`config.mk`:
```
export PLATFORM = sky130hd
export DESIGN_NAME = alu_cmd_sequencer
export DESIGN_NICKNAME = d
export VERILOG_FILES = /design/src/rtl/alu_cmd_sequencer.sv
export SDC_FILE = /design/constraint.sdc
export NUM_CORES = 1
export LEC_CHECK = 0
export ABC_CLOCK_PERIOD_IN_PS = 4690
export CAP_MARGIN = 20
export CELL_PAD_IN_SITES_DETAIL_PLACEMENT = 1
export CELL_PAD_IN_SITES_GLOBAL_PLACEMENT = 1
export CORE_MARGIN = 8
export CORE_UTILIZATION = 50
export CTS_CLUSTER_SIZE = 16
export DETAILED_ROUTE_END_ITERATION = 8
export DONT_BUFFER_PORTS = 1
export PLACE_DENSITY_LB_ADDON = 0.1
export SLEW_MARGIN = 10
export SYNTH_ARGS = -nofsm -noshare
export SYNTH_HDL_FRONTEND = slang
export SYNTH_SLANG_ARGS = --single-unit
```
`constraint.sdc`:
```
create_clock -name clk -period 4.69 [get_ports clk]
set_input_delay 0.7035 -clock clk [delete_from_list [all_inputs] [get_ports clk]]
set_output_delay 0.7035 -clock clk [all_outputs]
set_load 0.01 [all_outputs]
```
`src/rtl/alu_cmd_sequencer.sv`:
```
// alu_cmd_sequencer: queues ALU commands and runs the start/done handshake.
// Build with ALU_SEQ_TIMEOUT_EN defined to add a watchdog on the WAIT phase.
module alu_cmd_sequencer #(
    parameter int CMD_DEPTH = 4,
    parameter int TAG_W     = 4,
    parameter int TIMEOUT   = 64
) (
    input  logic             clk,
    input  logic             reset,
    input  logic             cmd_valid,
    output logic             cmd_ready,
    input  logic [1:0]       cmd_op,
    input  logic [15:0]      cmd_op1,
    input  logic [7:0]       cmd_op2,
    input  logic [TAG_W-1:0] cmd_tag,
    output logic             rsp_valid,
    input  logic             rsp_ready,
    output logic [15:0]      rsp_data,
    output logic [TAG_W-1:0] rsp_tag,
    output logic             rsp_err,
    output logic             alu_start,
    output logic [1:0]       alu_op_select,
    output logic [15:0]      alu_op1,
    output logic [7:0]       alu_op2,
    input  logic [15:0]      alu_res,
    input  logic             alu_done
);
    localparam int AW = $clog2(CMD_DEPTH);
    localparam logic [1:0] OP_DIV = 2'b11;

    if (CMD_DEPTH < 2 || (CMD_DEPTH & (CMD_DEPTH - 1)) != 0 || TIMEOUT < 2) begin : g_bad_cfg
        $error("alu_cmd_sequencer: unsupported parameter values");
    end

    typedef enum logic [1:0] {
        IDLE,
        ISSUE,
        WAIT1,
        WAIT
    } state_t;

    state_t state_q, state_d;

    logic [1:0]       op_mem_q  [CMD_DEPTH];
    logic [15:0]      op1_mem_q [CMD_DEPTH];
    logic [7:0]       op2_mem_q [CMD_DEPTH];
    logic [TAG_W-1:0] tag_mem_q [CMD_DEPTH];

    logic [AW:0] wr_ptr_q, wr_ptr_d;
    logic [AW:0] rd_ptr_q, rd_ptr_d;
    logic        empty, full, push, pop;

    logic [1:0]       head_op;
    logic [15:0]      head_op1;
    logic [7:0]       head_op2;
    logic [TAG_W-1:0] head_tag;

    logic [1:0]       op_sel_q, op_sel_d;
    logic [15:0]      op1_q, op1_d;
    logic [7:0]       op2_q, op2_d;
    logic [TAG_W-1:0] tag_q, tag_d;

    logic             rsp_valid_q, rsp_valid_d;
    logic [15:0]      rsp_data_q, rsp_data_d;
    logic [TAG_W-1:0] rsp_tag_q, rsp_tag_d;
    logic             rsp_err_q, rsp_err_d;

`ifdef ALU_SEQ_TIMEOUT_EN
    localparam int CW = $clog2(TIMEOUT + 1);
    logic [CW-1:0] wdog_q, wdog_d;
`endif

    assign empty = (wr_ptr_q == rd_ptr_q);
    assign full  = (wr_ptr_q[AW] != rd_ptr_q[AW]) &&
                   (wr_ptr_q[AW-1:0] == rd_ptr_q[AW-1:0]);
    assign cmd_ready = !full;
    assign push      = cmd_valid && !full;

    assign head_op  = op_mem_q[rd_ptr_q[AW-1:0]];
    assign head_op1 = op1_mem_q[rd_ptr_q[AW-1:0]];
    assign head_op2 = op2_mem_q[rd_ptr_q[AW-1:0]];
    assign head_tag = tag_mem_q[rd_ptr_q[AW-1:0]];

    always_ff @(posedge clk) begin
        if (push) begin
            op_mem_q[wr_ptr_q[AW-1:0]]  <= cmd_op;
            op1_mem_q[wr_ptr_q[AW-1:0]] <= cmd_op1;
            op2_mem_q[wr_ptr_q[AW-1:0]] <= cmd_op2;
            tag_mem_q[wr_ptr_q[AW-1:0]] <= cmd_tag;
        end
    end

    always_comb begin
        state_d     = state_q;
        pop         = 1'b0;
        op_sel_d    = op_sel_q;
        op1_d       = op1_q;
        op2_d       = op2_q;
        tag_d       = tag_q;
        rsp_valid_d = rsp_valid_q && !rsp_ready;
        rsp_data_d  = rsp_data_q;
        rsp_tag_d   = rsp_tag_q;
        rsp_err_d   = rsp_err_q;
`ifdef ALU_SEQ_TIMEOUT_EN
        wdog_d      = wdog_q;
`endif
        unique case (state_q)
            IDLE: begin
                if (!empty && (!rsp_valid_q || rsp_ready)) begin
                    pop = 1'b1;
                    // Divide by zero is answered locally; the ALU never sees it.
                    if (head_op == OP_DIV && head_op2 == 8'd0) begin
                        rsp_valid_d = 1'b1;
                        rsp_data_d  = 16'hFFFF;
                        rsp_err_d   = 1'b1;
                        rsp_tag_d   = head_tag;
                    end else begin
                        op_sel_d = head_op;
                        op1_d    = head_op1;
                        op2_d    = head_op2;
                        tag_d    = head_tag;
                        state_d  = ISSUE;
                    end
                end
            end
            ISSUE: begin
                state_d = WAIT1;
`ifdef ALU_SEQ_TIMEOUT_EN
                wdog_d  = '0;
`endif
            end
            WAIT1: begin
                state_d = WAIT;
`ifdef ALU_SEQ_TIMEOUT_EN
                wdog_d  = wdog_q + 1'b1;
`endif
            end
            WAIT: begin
                if (alu_done) begin
                    rsp_valid_d = 1'b1;
                    rsp_data_d  = alu_res;
                    rsp_err_d   = 1'b0;
                    rsp_tag_d   = tag_q;
                    state_d     = IDLE;
                end
`ifdef ALU_SEQ_TIMEOUT_EN
                else if (wdog_q == CW'(TIMEOUT - 1)) begin
                    rsp_valid_d = 1'b1;
                    rsp_data_d  = 16'h0000;
                    rsp_err_d   = 1'b1;
                    rsp_tag_d   = tag_q;
                    state_d     = IDLE;
                end else begin
                    wdog_d = wdog_q + 1'b1;
                end
`endif
            end
            default: state_d = IDLE;
        endcase
    end

    assign wr_ptr_d = wr_ptr_q + {{AW{1'b0}}, push};
    assign rd_ptr_d = rd_ptr_q + {{AW{1'b0}}, pop};

    always_ff @(posedge clk or posedge reset) begin
        if (reset) begin
            state_q     <= IDLE;
            wr_ptr_q    <= '0;
            rd_ptr_q    <= '0;
            op_sel_q    <= '0;
            op1_q       <= '0;
            op2_q       <= '0;
            tag_q       <= '0;
            rsp_valid_q <= 1'b0;
            rsp_data_q  <= '0;
            rsp_tag_q   <= '0;
            rsp_err_q   <= 1'b0;
`ifdef ALU_SEQ_TIMEOUT_EN
            wdog_q      <= '0;
`endif
        end else begin
            state_q     <= state_d;
            wr_ptr_q    <= wr_ptr_d;
            rd_ptr_q    <= rd_ptr_d;
            op_sel_q    <= op_sel_d;
            op1_q       <= op1_d;
            op2_q       <= op2_d;
            tag_q       <= tag_d;
            rsp_valid_q <= rsp_valid_d;
            rsp_data_q  <= rsp_data_d;
            rsp_tag_q   <= rsp_tag_d;
            rsp_err_q   <= rsp_err_d;
`ifdef ALU_SEQ_TIMEOUT_EN
            wdog_q      <= wdog_d;
`endif
        end
    end

    assign alu_start     = (state_q == ISSUE);
    assign alu_op_select = op_sel_q;
    assign alu_op1       = op1_q;
    assign alu_op2       = op2_q;
    assign rsp_valid     = rsp_valid_q;
    assign rsp_data      = rsp_data_q;
    assign rsp_tag       = rsp_tag_q;
    assign rsp_err       = rsp_err_q;

endmodule

```
==> results by stage <==
Floorplanning:
- The height of the die is 136 µm.
- The floorplan step defined a core boundary enclosing 14,300 µm².
- The floorplan step set the die width to 136 µm.
- The floorplan step defined a die boundary enclosing 18,500 µm².
- The effective utilization at floorplan is 0.503.
- The floorplan has 44 rows.
- During I/O placement, the number of pins put on the boundary was 101.

Place:
- The last weighted congestion value of the routability-driven placer is 0.695.
- Input and output buffers added on the ports amount to 0.
- The HPWL after detailed placement is 8490 µm.

Cells and area:
- The antenna diode instance count is 0.
- The sequential cells in the finished layout cover a total of 5110 µm².
- The layout-stage area growth over the synthesis result is 9.67%.
- The layout net count is 413.
- The layout has 1,239 filler cells.
- The multi-input combinational cells in the finished layout cover a total of 1960 µm².
- The layout cell share with drive strength beyond 1 is 0.341.

Logic synthesis:
- The portion of synthesized area spent on multiplexers is 0.210.
- Of the total synthesized cell area, the portion taken by full adders, half adders and majority gates is 0.0139.
- The total number of yosys warnings is 0.
- The average cell area after synthesis is 21.0 µm².
- Synthesis instantiated 36 different standard cells from the library.
- For this run, the register share of the synthesized area comes to 0.708.
- The cell count after synthesis is 343.
- The area fraction in compound gates after synthesis was 0.00729.
- After synthesis, the largest family of logic cells by area is multiplexers.
- The mapped netlist covers 7210 µm².
- By area the synthesized netlist is led by sky130_fd_sc_hd__edfxtp_1 50%, sky130_fd_sc_hd__dfrtp_1 21%, sky130_fd_sc_hd__mux2_4 10%.
- Of the post-synthesis cell area, the dominant cell type holds 0.500.
- In this run, synthesis produced a sequential element count of 180.
- Of the total synthesized cell area, the portion taken by XOR and XNOR cells is 0.00608.
- Of the total synthesized cell area, the portion taken by AND, OR, NAND and NOR gates is 0.0313.
- When the netlist entered floorplanning its net count stood at 402.
- The biggest area contributor in the post-synthesis netlist is sky130_fd_sc_hd__edfxtp_1.

Global route:
- The number of global-route vias before repair is 3,509.
- The total overflow left after global routing is 0.
- The pin count of the biggest net entering global routing is 42.
- The overall routing resource usage is 0.154.
- The global-route wire length before repair is 20,800 µm.
- The number of antenna violations at the first check in global routing was 0.

STA:
- Based on the critical path, the design can be clocked at up to 0.293 GHz.
- Measured against its own limit, the worst slew margin works out to 0.292.
- Setup repair after global routing left no endpoint under its margin.
- The number of hold-slack violations in the final timing report came to 0.
- Setup violations remaining at the end of the flow were counted as 0.
- The slew at the pin closest to its max-slew limit is 1.06 ns.
- The number of slew-limit violations in the final report came to 0.
- In the finished design, the share of the clock period the worst path needs comes to 0.727.
- The worst clock skew on the final layout is 0.0111 ns.
- In the final timing run, aggregate negative setup slack is 0 ns.
- After layout, the minimum clock period comes to 3.41 ns.

Clock tree:
- The number of gates resized after CTS was 0.
- The cell at the root of the clock tree is sky130_fd_sc_hd__clkbuf_16.
- In this run the number of H-tree levels came out at 4.
- Buffers inserted to repair hold after CTS numbered 0.
- The clock passes through at most 2 buffers.
- For this design, the sink count on the clock tree is 180.
- The source-to-sink clock delay at the later pin of the worst-skew pair is 0.43 ns.
- Clock-pin slew was measured on the worst setup and hold paths at 0.07 ns.
- The total CTS buffers is 17.
- TritonCTS built the clock tree.
- Once the clock tree was built, the setup fixing pass inserted 0 buffers.

Power and ir drop:
- The static leakage is 2.85 nW.
- VDD sags by at most 0.000388 V.
- The post-layout total power is 5.74 mW.
- The power density of the placed cells is 726 nW/µm².

Worst setup path:
- The setup path with the least slack is of type register to register.
- The critical path ends at rsp_data[15].
- Data on the critical path is required at its endpoint by 5.00 ns.
- For flop-to-flop paths, the worst setup slack is 1.28 ns.
- The endpoint kind of the worst setup timing path is a register.
- The number of cells on the worst reg-to-reg path is 6.
- Data arrives at the worst endpoint at 3.72 ns.
- The critical path startpoint category is a register.
- Of all nets on the critical path, the largest fanout is 21.
- The startpoint identified for the worst register-to-register timing path is rd_ptr_q[0].
- The launch point of the worst path is rd_ptr_q[0].
- In this run the critical register-to-register path is captured at rsp_data[15].

Routing:
- The first detailed-routing pass ran for 4 iterations.
- Wires add up to 13,500 µm.
- Dividing the detail-routed wire length by the instance count gives 24.5 µm.
- The detail route stage leaves a number of antenna-violating nets equal to 0.
- The via density per instance is 5.70.
- The DRC violation total after the first TritonRoute iteration is 238.
- The routed layout has 3,140 vias.
- After detailed routing, the number of remaining DRC violations is 0.

Run status:
- The run finished with clean final reports.

Run:
- The max-capacitance violation count is 0.

Worst hold path:
- The path class of the tightest hold or removal check is input pin to asynchronous set/reset pin.
## per-stage QoR
step                hold slack [ns]  instances   util  setup slack [ns]  area [µm²]
floorplan                     0.462        343      -             0.831        7210
global placement              0.478        519  0.515              1.31        7370
detailed placement            0.490        519  0.515              1.22        7370
global route                  0.195        551  0.552             0.995        7900
CTS                           0.161        551  0.552              1.21        7900
finish                        0.167        551  0.552              1.28        7900
## worst max-delay path, stage by stage, from the launching register on
cell and delay (ns):
sky130_fd_sc_hd__dfrtp_2 0.48, sky130_fd_sc_hd__buf_4 0.32, sky130_fd_sc_hd__mux4_1 0.63, sky130_fd_sc_hd__nor4_1 0.29
sky130_fd_sc_hd__nand4b_1 0.29, sky130_fd_sc_hd__a21oi_4 0.85, sky130_fd_sc_hd__mux2_2 0.42
## cell usage after synthesis, drive strengths merged
library cell	n
mux4	30
dfrtp	60
nand4	1
nor3b	2
nor2b	2
xnor2	3
and2b	1
a21oi	3
inv	6
clkbuf	5
nand2b	16
buf	10
ha	8
and3	1
nand2	3
xor2	2
edfxtp	120
nor2	2
o21ai	2
o311ai	1
nor4b	1
mux2i	1
nand4b	1
mux2	55
nor4	1
o211ai	2
nor3	2
nand3b	1
nand3	1
## sequential cells by signal (all words and copies together), names as in the netlist
signal and flops:
wr_ptr_q 3, rsp_valid 1, rsp_err 1, alu_op2 8, tag_q 4, alu_op1 16, alu_op_select 2, tag_mem_q 16
state_q 2, rsp_data 16, op2_mem_q 32, rsp_tag 4, op1_mem_q 64, op_mem_q 8, rd_ptr_q 3
## power breakdown
part / leakage (nW) / internal [mW] / switching (mW)
clock: 0.256 / 0.695 / 0.587
combinational: 0.828 / 1.01 / 0.831
sequential: 1.77 / 2.23 / 0.383
## routing by layer
metal  part of all wire  track usage
met1               0.42        0.187
met2               0.49        0.242
met3              0.080       0.0625
met4              0.012       0.0567
met5                  0            0
## final cells by class
cell class,instances,share of cell area
Clock buffer,21,0.0570
Clock inverter,11,0.0101
Inverter,6,0.00285
Multi-Input combinational cell,142,0.248
Sequential cell,180,0.646
Tap cell,184,0.0291
Timing Repair Buffer,7,0.00665
## logic make-up after synthesis
| logic type | after synthesis |
|---|---|
| compound gates | 8 |
| buf+inv | 21 |
| simple gates | 35 |
| fa+ha+maj | 8 |
| xor+xnor | 5 |
| mux | 86 |
| flops | 180 |
## cell usage in the layout (no fill, tap or decap), types with 3 or more instances in the layout
| cell | count |
|---|---|
| sky130_fd_sc_hd__clkbuf_16 | 17 |
| sky130_fd_sc_hd__edfxtp_1 | 120 |
| sky130_fd_sc_hd__buf_4 | 7 |
| sky130_fd_sc_hd__mux2_4 | 49 |
| sky130_fd_sc_hd__ha_1 | 8 |
| sky130_fd_sc_hd__mux4_1 | 6 |
| sky130_fd_sc_hd__dfrtp_1 | 58 |
| sky130_fd_sc_hd__inv_1 | 5 |
| sky130_fd_sc_hd__clkinvlp_4 | 3 |
| sky130_fd_sc_hd__clkbuf_1 | 3 |
| sky130_fd_sc_hd__clkinv_2 | 4 |
| sky130_fd_sc_hd__mux4_2 | 24 |
| sky130_fd_sc_hd__nand2b_1 | 16 |
| sky130_fd_sc_hd__mux2_2 | 6 |
| sky130_fd_sc_hd__nand2_1 | 3 |
| sky130_fd_sc_hd__xnor2_1 | 3 |
## how the worst min path moves through the flow
stage | to | slack (ns) | startpoint | depth (start not counted)
6_report | rd_ptr_q[2] | 0.17 | reset | 1
4_1_cts | alu_op2[6] | 0.16 | reset | 1
2_1_floorplan | rd_ptr_q[2] | 0.46 | rd_ptr_q[2] | 1
5_1_grt | alu_op_select[0] | 0.20 | reset | 1
3_3_place_gp | rd_ptr_q[2] | 0.48 | rd_ptr_q[2] | 1
3_5_place_dp | tag_q[2] | 0.49 | tag_q[2] | 1
Note: power is estimated with default switching activity, not from simulation.
